$ cat config.mk
export PLATFORM = sky130hd
export DESIGN_NAME = load_store_unit
export DESIGN_NICKNAME = d
export VERILOG_FILES = /design/src/rtl/lsu_pkg.sv /design/src/rtl/lsu_align.sv /design/src/rtl/load_store_unit.sv
export SDC_FILE = /design/constraint.sdc
export NUM_CORES = 1
export LEC_CHECK = 0
export CAP_MARGIN = 15
export CORE_ASPECT_RATIO = 1.1
export CORE_MARGIN = 5
export CORE_UTILIZATION = 45
export CTS_BUF_LIST = sky130_fd_sc_hd__clkbuf_8 sky130_fd_sc_hd__clkbuf_16
export CTS_CLUSTER_DIAMETER = 50
export DETAILED_ROUTE_END_ITERATION = 10
export DONT_BUFFER_PORTS = 1
export PLACE_DENSITY = 0.72
export REMOVE_ABC_BUFFERS = 1
export SLEW_MARGIN = 20
export SYNTH_ARGS = -nofsm -noshare
export SYNTH_HDL_FRONTEND = slang
export SYNTH_SLANG_ARGS = --single-unit
$ cat constraint.sdc
create_clock -name clk -period 2.14 [get_ports clk]
set_clock_uncertainty 0.1 [all_clocks]
set_input_delay 0.214 -clock clk [delete_from_list [all_inputs] [get_ports clk]]
set_output_delay 0.214 -clock clk [all_outputs]
set_load 0.05 [all_outputs]
$ cat src/rtl/lsu_pkg.sv
// Shared types and constants for the RV32I load/store unit.
// Holds funct3 encodings, FSM states and the latched request bundle.
package lsu_pkg;

  localparam logic [2:0] F3_B  = 3'b000;
  localparam logic [2:0] F3_H  = 3'b001;
  localparam logic [2:0] F3_W  = 3'b010;
  localparam logic [2:0] F3_BU = 3'b100;
  localparam logic [2:0] F3_HU = 3'b101;

  localparam int CNT_W = 8;

  typedef enum logic [1:0] {
    S_IDLE,
    S_REQ,
    S_WAIT,
    S_RESP
  } lsu_state_e;

  typedef struct packed {
    logic        load;
    logic [2:0]  f3;
    logic [31:0] addr;
    logic [31:0] wdata;
    logic [4:0]  rd;
    logic        mis;
    logic        ill;
  } lsu_req_t;

  // Neither or both of load/store set is treated as illegal.
  function automatic logic f3_illegal(
    input logic       ld,
    input logic       st,
    input logic [2:0] f3
  );
    if (ld == st) return 1'b1;
    if (ld) return (f3 == 3'b011) || (f3[2:1] == 2'b11);
    return f3 > F3_W;
  endfunction

  function automatic logic f3_misaligned(
    input logic [2:0] f3,
    input logic [1:0] a
  );
    return ((f3[1:0] == 2'b01) && a[0]) ||
           ((f3[1:0] == 2'b10) && (a != 2'b00));
  endfunction

endpackage

$ cat src/rtl/lsu_align.sv
// Byte-lane steering: store enables/replication and load
// lane select with sign or zero extension.
module lsu_align
  import lsu_pkg::*;
(
  input  logic [2:0]  i_funct3,
  input  logic [1:0]  i_addr_lo,
  input  logic [31:0] i_sdata,
  input  logic [31:0] i_rdata,
  output logic [3:0]  o_be,
  output logic [31:0] o_wdata,
  output logic [31:0] o_ldata
);

  logic [7:0]  w_byte;
  logic [15:0] w_half;
  logic        w_uns;

  assign w_byte = i_rdata[{i_addr_lo, 3'b000} +: 8];
  assign w_half = i_addr_lo[1] ? i_rdata[31:16] : i_rdata[15:0];
  assign w_uns  = i_funct3[2];

  always_comb begin
    o_be    = 4'b0000;
    o_wdata = '0;
    o_ldata = '0;
    unique case (1'b1)
      (i_funct3[1:0] == 2'b00): begin
        o_be    = 4'b0001 << i_addr_lo;
        o_wdata = {4{i_sdata[7:0]}};
        o_ldata = w_uns ? {24'b0, w_byte}
                        : {{24{w_byte[7]}}, w_byte};
      end
      (i_funct3[1:0] == 2'b01): begin
        o_be    = i_addr_lo[1] ? 4'b1100 : 4'b0011;
        o_wdata = {2{i_sdata[15:0]}};
        o_ldata = w_uns ? {16'b0, w_half}
                        : {{16{w_half[15]}}, w_half};
      end
      default: begin
        o_be    = 4'b1111;
        o_wdata = i_sdata;
        o_ldata = i_rdata;
      end
    endcase
  end

endmodule

$ cat src/rtl/load_store_unit.sv
// RV32I memory stage: latches one EX op, runs it against a
// handshaked data memory and returns the extended load result.
module load_store_unit
  import lsu_pkg::*;
#(
  parameter int unsigned TIMEOUT = 255
) (
  input  logic        clk,
  input  logic        rst,
  input  logic        req_valid,
  output logic        req_ready,
  input  logic        is_load,
  input  logic        is_store,
  input  logic [2:0]  funct3,
  input  logic [31:0] addr,
  input  logic [31:0] store_data,
  input  logic [4:0]  rd_addr,
  output logic        resp_valid,
  output logic [31:0] load_data,
  output logic [4:0]  resp_rd,
  output logic        misaligned,
  output logic        illegal,
  output logic        bus_err,
  output logic        dmem_req,
  output logic        dmem_we,
  output logic [31:0] dmem_addr,
  output logic [3:0]  dmem_be,
  output logic [31:0] dmem_wdata,
  input  logic        dmem_gnt,
  input  logic        dmem_rvalid,
  input  logic [31:0] dmem_rdata
);

  localparam logic [CNT_W-1:0] TO_LAST = CNT_W'(TIMEOUT - 1);

  lsu_state_e       r_state;
  lsu_state_e       w_next;
  lsu_req_t         r_req;
  logic [CNT_W-1:0] r_cnt;
  logic             r_berr;
  logic [31:0]      r_ldata;

  logic        w_accept;
  logic        w_ill;
  logic        w_mis;
  logic        w_to;
  logic        w_in_req;
  logic        w_ok;
  logic [3:0]  w_be;
  logic [31:0] w_wdata;
  logic [31:0] w_ldata;

  assign w_accept = req_valid && (r_state == S_IDLE);
  assign w_ill    = f3_illegal(is_load, is_store, funct3);
  assign w_mis    = !w_ill && f3_misaligned(funct3, addr[1:0]);

  lsu_align u_align (
    .i_funct3  (r_req.f3),
    .i_addr_lo (r_req.addr[1:0]),
    .i_sdata   (r_req.wdata),
    .i_rdata   (dmem_rdata),
    .o_be      (w_be),
    .o_wdata   (w_wdata),
    .o_ldata   (w_ldata)
  );

  always_ff @(posedge clk) begin
    if (!rst) r_state <= S_IDLE;
    else      r_state <= w_next;
  end

  always_comb begin
    w_next = r_state;
    w_to   = 1'b0;
    unique case (r_state)
      S_IDLE: begin
        if (req_valid)
          w_next = (w_ill || w_mis) ? S_RESP : S_REQ;
      end
      S_REQ: begin
        if (dmem_gnt) begin
          w_next = r_req.load ? S_WAIT : S_RESP;
        end else if (r_cnt == TO_LAST) begin
          w_to   = 1'b1;
          w_next = S_RESP;
        end
      end
      S_WAIT: begin
        if (dmem_rvalid) begin
          w_next = S_RESP;
        end else if (r_cnt == TO_LAST) begin
          w_to   = 1'b1;
          w_next = S_RESP;
        end
      end
      S_RESP:  w_next = S_IDLE;
      default: w_next = S_IDLE;
    endcase
  end

  always_ff @(posedge clk) begin
    if (!rst) begin
      r_req   <= '0;
      r_cnt   <= '0;
      r_berr  <= 1'b0;
      r_ldata <= '0;
    end else if (w_accept) begin
      r_req   <= '{load:  is_load,
                   f3:    funct3,
                   addr:  addr,
                   wdata: store_data,
                   rd:    rd_addr,
                   mis:   w_mis,
                   ill:   w_ill};
      r_cnt   <= '0;
      r_berr  <= 1'b0;
      r_ldata <= '0;
    end else if (w_to) begin
      r_berr <= 1'b1;
    end else if (r_state == S_REQ) begin
      r_cnt <= dmem_gnt ? '0 : r_cnt + 1'b1;
    end else if (r_state == S_WAIT) begin
      if (dmem_rvalid) r_ldata <= w_ldata;
      else             r_cnt   <= r_cnt + 1'b1;
    end
  end

  assign w_in_req = (r_state == S_REQ);
  assign w_ok     = resp_valid && r_req.load &&
                    !r_req.mis && !r_req.ill && !r_berr;

  assign req_ready  = (r_state == S_IDLE);
  assign resp_valid = (r_state == S_RESP);
  assign load_data  = w_ok ? r_ldata : '0;
  assign resp_rd    = w_ok ? r_req.rd : '0;
  assign misaligned = resp_valid && r_req.mis;
  assign illegal    = resp_valid && r_req.ill;
  assign bus_err    = resp_valid && r_berr;

  // Bus outputs are forced to zero outside REQ so they stay quiet.
  assign dmem_req   = w_in_req;
  assign dmem_we    = w_in_req && !r_req.load;
  assign dmem_addr  = w_in_req ? {r_req.addr[31:2], 2'b00} : '0;
  assign dmem_be    = w_in_req ? w_be : 4'b0000;
  assign dmem_wdata = (w_in_req && !r_req.load) ? w_wdata : '0;

endmodule

; After elaboration in Yosys (flattened, before gate mapping)
; Cells that the tools add are included.
[totals]
reg_bits = 118
wordCells = 91
output_inout_bits = 112
[op_classes]
mux = 34
shift = 2
bitwise = 3
eq_ne = 12
reduce_logical = 27
magnitude_cmp = 1
n_addsub = 1
[op_table]
columns = cell, n
row1 = two-way mux 32 bit, 5
row2 = case mux 32 bit (2 select lines), 2
row3 = two-way mux 8 bit, 4
row4 = variable part select 32 x 6 -> 8 bit, 1
row5 = two-way mux 16 bit, 1
row6 = logical AND 1 bit, 12
row7 = two-way mux 1 bit, 11
row8 = two-way mux 2 bit, 5
row9 = adder 8 x 1 -> 8 bit (second input constant), 1
row10 = equality test 2 bit (second input constant), 4
row11 = equality test 8 bit (second input constant), 1
row12 = two-way mux 4 bit, 2
row13 = case mux 2 bit (4 select lines), 1
row14 = case mux 4 bit (2 select lines), 1
row15 = equality test 2 x 1 -> 1 bit (second input constant), 3
row16 = zero test 1 bit, 5
row17 = two-way mux 5 bit, 1
row18 = zero test 2 bit, 2
row19 = AND reduction 4 bit, 1
row20 = nonzero test 2 bit, 2
row21 = << shifter 1 x 2 -> 4 bit (first input constant), 1
row22 = equality test 3 x 2 -> 1 bit (second input constant), 1
row23 = > comparator 3 x 2 -> 1 bit (second input constant), 1
row24 = logical OR 1 bit, 3
row25 = 7 further kinds, 9

; Logic depth before layout (Yosys ltp)
; Gate-level depths: netlist (run 1).
[logic_depth]
depth_word = 11
depth_mapped = 8

; By module
; A second synthesis (run 1) with hierarchy kept.
[unflattened]
cells_unflattened = 867
hier_area_um2 = 6394.9
[by_module_without_submodules]
columns = module, cells_each, seq_area_each_um2, n_inst, area_per_inst_um2
row1 = load_store_unit, 678, 2362.3, 1, 5132.4
row2 = lsu_align, 189, 0.0, 1, 1262.5

; Least setup slack after synthesis (run 1)
; Ideal clock, no wire load.
[synth_path]
kind = register to output
from = reg r_state[1]
to = out dmem_wdata[13]
path_stages_with_launch = 7
slack_ns = -0.370
t_arrival_ns = 2.196
path_cell_list = dfxtp_1 > inv_1 > ha_1 > buf_6 > nand2_1 > clkbuf_1 > a21oi_1
[synth_between]
elab_chain_len = 3
[synth_lines]
columns = item, line
row1 = "start, declared", load_store_unit.sv:36  ; lsu_state_e r_state;
row2 = "start signal, assigned", load_store_unit.sv:69  ; else r_state <= w_next;
row3 = equality test 2 x 1 -> 1 bit, load_store_unit.sv:128  ; assign w_in_req = (r_state == S_REQ);
row4 = via dmem_req, load_store_unit.sv:24  ; output logic dmem_req,
row5 = logical AND 1 bit, load_store_unit.sv:145  ; assign dmem_wdata = (w_in_req && !r_req.load) ? w_wdata : '0;
row6 = two-way mux 32 bit, load_store_unit.sv:145
row7 = "end, declared", load_store_unit.sv:28  ; output logic [31:0] dmem_wdata,
; The timed path passes the listed nets, and every way through them passes these cells.

; Final worst setup path (run 1)
[layout_path]
from = reg r_state[0]
to = out load_data[16]
[layout_between]
elab_chain_len = 6
[layout_lines]
columns = item, line
row1 = equality test 2 bit, load_store_unit.sv:133  ; assign resp_valid = (r_state == S_RESP);
row2 = logical AND 1 bit (2 in a row), load_store_unit.sv:129  ; assign w_ok = resp_valid && r_req.load &&
row3 = logical AND 1 bit (2 in a row), load_store_unit.sv:130  ; !r_req.mis && !r_req.ill && !r_berr;
row4 = two-way mux 32 bit, load_store_unit.sv:134  ; assign load_data = w_ok ? r_ldata : '0;
row5 = "end, declared", load_store_unit.sv:19  ; output logic [31:0] load_data,
; No other way between the ends.

==> metrics.md, run 1 <==
| Metric | Value |
|---|---|
| Leak | 3.717 nW |
| Synth Area in Simple Gates | 0.2628 |
| CTS clock-pin slew for the worst setup and hold paths | 50 ps |
| Register area share after synthesis | 0.3847 |
| Routability cong. | 0.8906 |
| Post-Syn Area per Cell | 7.744 um^2 |
| FP Rows | 44 |
| Pre-antenna DRT Iters | 8 |
| GRT Overall Usage | 0.2815 |
| Placed instance area | 7497 um^2 |
| Commonest non-fill, non-tap cell in the layout | nand2_1 |
| Final hold slack | 13.84 ps |
| Final HPWL DP | 13.79 mm |
| Largest net degree at the start of global routing | 78 |
| CTS buffer count | 17 |
| Die width | 121.4 um |
| CTS tree | done |
| DIE HEIGHT | 132.5 um |
| Hold Violations, Final | 0 |
| Netlist cell types | 53 |
| Nets | 1,091 |
| DRC viols | 0 |
| Total Wirelength | 23.50 mm |
| Routed len/inst | 20.08 um |
| Total Power | 8.052 mW |
| #FFs+latches synth | 118 |
| Number of nets with antenna violations after routing | 0 |
| Vias in the first global route | 6,752 |
| Crit-path max FO | 18 |
| Xor and xnor area share after synthesis | 0.001426 |
| Final min period | 2116 ps |
| Drt first-iter violations | 774 |
| Max clock buf depth | 2 |
| Largest family of logic cells by synthesized area | simple AND/OR/NAND/NOR gates |
| R2r setup slk | 190 ps |
| Status | complete, no violations |
| # fillers | 948 |
| Slew HR | 0.6367 |
| Wire length of the first global-routing pass | 36.02 mm |
| H-Tree Depth | 4 |
| PD cells | 853.8 nW/um^2 |
| Critical Setup Path Class | reg -> out |
| Area occupied by multi-input gates | 3680 um^2 |
| Final Cycle Share | 0.9886 |
| Clock sink total | 118 |
| Worst setup EP type | primary output |
| Unrepaired setup endpoints after global routing | yes |
| Worst min path class | in -> reg |
| EDFF count, synth | 0 |
| Commonest cells after routing, fill and taps aside | nand2_1, dfxtp_1, dlygate4sd3_1 |
| GRT overflow | 0 |
| Initial Utilization | 0.4609 |
| Max_cap viols | 0 |
| Synth Area in Compound Gates | 0.2427 |
| Clk Tree Root Cell | clkbuf_16 |
| CP arrival | 1800 ps |
| Via count | 6,681 |
| Ys flop type | dfxtp_1 |
| Synth Instances | 793 |
| Mapped cell area | 6141 um^2 |
| Final setup fails | 0 |
| N_diodes | 0 |
| Max Freq | 0.4727 GHz |
| Util after Layout | 0.7078 |
| Worst slew pin tran | 543.8 ps |
| Pins Over Slew Limit | 0 |
| Yosys warnings | 0 |
| Routed vias/inst | 5.710 |
| Ports | 223 |
| Data required, critical path | 1830 ps |
| Max IR drop VDD | 0.0007028 V |
| CP Launch Type | flop |
| Die Footprint | 16,090 um^2 |
| Adder-Cell Fraction of Synth Area | 0.01222 |
| Async SR Flop Fraction | 0 |
| Layout cells sized above 1 | 0.2394 |
| Initial antenna violation count | 0 |
| Design Area, Final | 9430 um^2 |
| Core footprint | 13,320 um^2 |
| Clock Latency Late Sink | 410 ps |
| Multiplexer share of the synthesized area | 0.04747 |
| Synthesis-to-layout area growth | 53.57% |
| I/O Buffers | 0 |
| Setup tns final | 0 ps |
| FF/Latch Area | 2376 um^2 |
report_power, final:
group	internal (mW)	switching, mW
Sequential	2.49	0.235
Clock	1.74	1.00
Combinational	0.932	1.65
Total	5.17	2.88
Yosys cell counts, types with 2 or more instances:
library cell  number  area share
a21boi_0          72       0.088
a21boi_1           3      0.0037
a21oi_1           55       0.045
a221oi_1           8       0.011
a22o_1            15       0.021
a22oi_1            7      0.0086
a32o_1             6      0.0098
and2_1            75       0.076
and3_1            10       0.010
buf_1              3      0.0018
buf_2             14       0.011
buf_4              2      0.0024
clkbuf_1          40       0.024
dfxtp_1          118        0.38
ha_1               6       0.012
inv_1              9      0.0055
mux2_2             7       0.013
mux2i_1           19       0.031
nand2_1          196        0.12
nand2b_1           2      0.0020
nand3_1           10      0.0082
nand4_1            2      0.0020
nor2_1            34       0.021
nor2b_1            2      0.0020
nor3_1             3      0.0024
nor3b_1            2      0.0024
nor4_1             3      0.0031
o211ai_1           3      0.0037
o21a_1             3      0.0037
o21ai_0           41       0.033
flip-flops by register name, indices dropped and copies added, names as in the netlist:
| register | flops |
|---|---|
| r_ldata | 32 |
| r_cnt | 8 |
| r_state | 2 |
| r_berr | 1 |
| r_req | 75 |
area by class of cell:
cell class	instances	area share
Timing Repair Buffer	221	0.2695
Multi-Input combinational cell	606	0.3902
Inverter	10	0.003980
Sequential cell	118	0.2520
Clock inverter	12	0.01194
Clock buffer	19	0.04803
Tap cell	184	0.02441
stage by stage:
step	cells	setup slack, ps
global placement	1028	248.0
CTS	1170	-19.17
floorplan	734	-1239
finish	1170	24.33
detailed placement	1028	160.9
global route	1170	-46.76
path summary, 6_finish.rpt:
| path | from | endpoint | cells past startpoint |
|---|---|---|---|
| max | r_state[0] | load_data[16] | 7 |
| min | dmem_gnt | r_state[0] | 2 |
| max reg2reg | r_state[1] | r_ldata[24] | 7 |
| min reg2reg | r_req[42] | r_req[42] | 2 |
logic make-up after synthesis:
| kind of cell | after synthesis |
|---|---|
| xor gates and xnor gates | 1 |
| DFF | 118 |
| muxes | 27 |
| buffers and inverters | 70 |
| and+or+nand+nor | 348 |
| adders and majority gates | 6 |
| other | 1 |
| AOI/OAI and AO/OA | 222 |
repair_timing:
| item | in CTS | in global routing |
|---|---|---|
| hold buffers | 107 | 0 |
| cloned | 2 | 0 |
| pin swaps | 0 | 10 |
| gates resized for setup | 44 | 42 |
| endpoints found under the hold margin | 109 | 0 |
| buffers inserted | 2 | 0 |
| setup endpoints to repair | 63 | 83 |
metal layers:
metal,vias to the layer above,share of wire,global-route usage,wire [um]
met4,0,0.026,0.1027,605
met1,3141,0.38,0.3244,8874
met5,-,0,0,0
li1,3070,-,-,-
met3,62,0.10,0.09351,2384
met2,408,0.50,0.4829,11630
worst max-delay path, cell delays in order, from the launching register on:
cell     delay (ps)
dfxtp_4         370
ha_4            160
nand2_4          50
nor4_4          140
buf_6           190
buf_16          160
and2_4          170
buf_12          130
No activity file was read; power rests on OpenSTA's default activity.
==> run 2, diff against run 1 <==
SETUP_SLACK_MARGIN = 0.05   (was unset)
==> metrics.md, run 2 (same netlist as run 1, synthesis figures left out) <==
| Metric | Value |
|---|---|
| Pins Over Slew Limit | 0 (unchanged) |
| Final Cycle Share | 1.021 (+0.03229) |
| Max IR drop VDD | 0.0007089 V (+0.86%) |
| Failing checks | setup timing |
| Routed vias/inst | 5.825 (+2.0%) |
| Slowest stage cell on the critical path | dfxtp_4 |
| Largest net degree at the start of global routing | 78 (unchanged) |
| Clk Tree Root Cell | clkbuf_16 |
| Commonest cells after routing, fill and taps aside | nand2_1, dfxtp_1, dlygate4sd3_1 |
| Design Area, Final | 9588 um^2 (+1.7%) |
| Status | finished, violations left |
| PD cells | 844.8 nW/um^2 (-1.1%) |
| Max clock buf depth | 2 (unchanged) |
| Crit-path max FO | 5 (-13) |
| DIE HEIGHT | 132.5 um (unchanged) |
| CP startpoint | r_state[0] |
| CP max stage delay | 360 ps (about the same) |
| I/O Buffers | 0 (unchanged) |
| Placed instance area | 7497 um^2 (unchanged) |
| H-Tree Depth | 4 (unchanged) |
| GRT overflow | 0 (unchanged) |
| Routed len/inst | 20.82 um (+3.7%) |
| Hold Violations, Final | 0 (unchanged) |
| Hold path startpoint | dmem_gnt |
| Most frequent CP cell | buf_6 |
| CTS tree | done |
| CTS clock-pin slew for the worst setup and hold paths | 50 ps (about the same) |
| Initial antenna violation count | 0 (unchanged) |
| Delay-heaviest family, CP | buffers and inverters |
| Util after Layout | 0.7197 (+0.01183) |
| Leak | 3.793 nW (+2.0%) |
| Critical Setup Path Class | reg -> out |
| Slew HR | 0.6359 (-0.0008570) |
| Final worst slack | -44.77 ps (-69.10 ps) |
| Final HPWL DP | 13.79 mm (unchanged) |
| Data required, critical path | 1830 ps (about the same) |
| Worst R2R Start | r_state[0] |
| Bufs and invs on worst path | 4 (+1) |
| Register with the most flip-flops | r_req |
| Ports | 223 (unchanged) |
| Nets | 1,100 (+0.82%) |
| Clock sink total | 118 (unchanged) |
| Total Wirelength | 24.55 mm (+4.5%) |
| Commonest non-fill, non-tap cell in the layout | nand2_1 |
| CP arrival | 1870 ps (+70 ps) |
| Core footprint | 13,320 um^2 (unchanged) |
| GRT Overall Usage | 0.2876 (+0.006068) |
| Pre-antenna DRT Iters | 6 (-2) |
| FP Rows | 44 (unchanged) |
| Final min period | 2185 ps (+69.10 ps) |
| CP Launch Type | flop |
| N_diodes | 0 (unchanged) |
| Setup tns final | -706.1 ps (-706.1 ps) |
| Die width | 121.4 um (unchanged) |
| Via count | 6,868 (+2.8%) |
| Drt first-iter violations | 931 (+20%) |
| Wire length of the first global-routing pass | 36.77 mm (+2.1%) |
| Vias in the first global route | 6,835 (+1.2%) |
| Unrepaired setup endpoints after global routing | yes |
| Die Footprint | 16,090 um^2 (unchanged) |
| Biggest regs | r_req (75), r_ldata (32), r_cnt (8) |
| Layout cells sized above 1 | 0.2523 (+0.01291) |
| Max FFs per register | 75 (unchanged) |
| Max_cap viols | 0 (unchanged) |
| Initial Utilization | 0.4609 (unchanged) |
| Routability cong. | 0.8906 (unchanged) |
| DRC viols | 0 (unchanged) |
| Worst slew pin tran | 545.1 ps (+1.283 ps) |
| Critical path cell sequence | ha_4 > nand2_4 > nor4_4 > buf_6 > buf_6 > clkbuf_16 > and2_4 > buf_12 |
| Clock Latency Late Sink | 410 ps (about the same) |
| Synthesis-to-layout area growth | 56.13% |
| Final setup fails | 28 (+28) |
| Worst min path class | in -> reg |
| CTS buffer count | 17 (unchanged) |
| Max Freq | 0.4577 GHz (-3.2%) |
| Worst setup EP type | primary output |
| Number of nets with antenna violations after routing | 0 (unchanged) |
| Total Power | 8.100 mW (+0.60%) |
run 2: where the power goes:
| part | switching [mW] | total [mW] | internal [mW] |
|---|---|---|---|
| Clock | 1.02 | 2.77 | 1.74 |
| Combinational | 1.66 | 2.60 | 0.949 |
| Sequential | 0.237 | 2.73 | 2.49 |
run 2: path summary, 6_finish.rpt:
path,endpoint,slack (ps),cells past startpoint
max,load_data[21],-40,8
min,r_state[0],10,2
max reg2reg,r_ldata[5],160,7
min reg2reg,r_req[42],360,2
run 2: layout make-up:
class / count / area (um^2)
inverter: 10 / 37.54
clock inverter: 12 / 112.6
fill: 925 / 3735
clock buffer: 19 / 452.9
tap: 184 / 230.2
timing repair buffer: 230 / 2699
sequential: 118 / 2376
multi-input combinational: 606 / 3680
run 2: layer usage:
| layer | part of all wire | GRT usage | vias up |
|---|---|---|---|
| li1 | - | - | 3091 |
| met1 | 0.37 | 0.3286 | 3240 |
| met2 | 0.50 | 0.5023 | 459 |
| met3 | 0.097 | 0.08412 | 78 |
| met4 | 0.037 | 0.1102 | 0 |
| met5 | 0 | 0 | - |
run 2: repair_timing:
item,CTS,global route
resized for setup,74,26
hold endpoints to repair,109,0
buffers inserted,5,2
gates cloned,3,3
pin swaps,5,16
hold buffers,107,0
endpoints found under the setup margin,77,102
run 2: worst register-to-register path, stage by stage, from the launching register on:
cell and delay, ps:
dfxtp_4 360, inv_1 70, ha_1 290, nand2_2 220, and2_2 300, buf_12 200, o21ai_0 140, a21oi_1 220
run 2: per-stage QoR:
step / hold WS [ps] / std cells / worst slack [ps]
finish: 11.00 / 1179 / -44.77
global route: 21.82 / 1179 / -98.07
CTS: 1.831 / 1174 / -36.21
detailed placement: 248.5 / 1028 / 160.9
global placement: 249.5 / 1028 / 248.0
floorplan: 231.5 / 734 / -1239
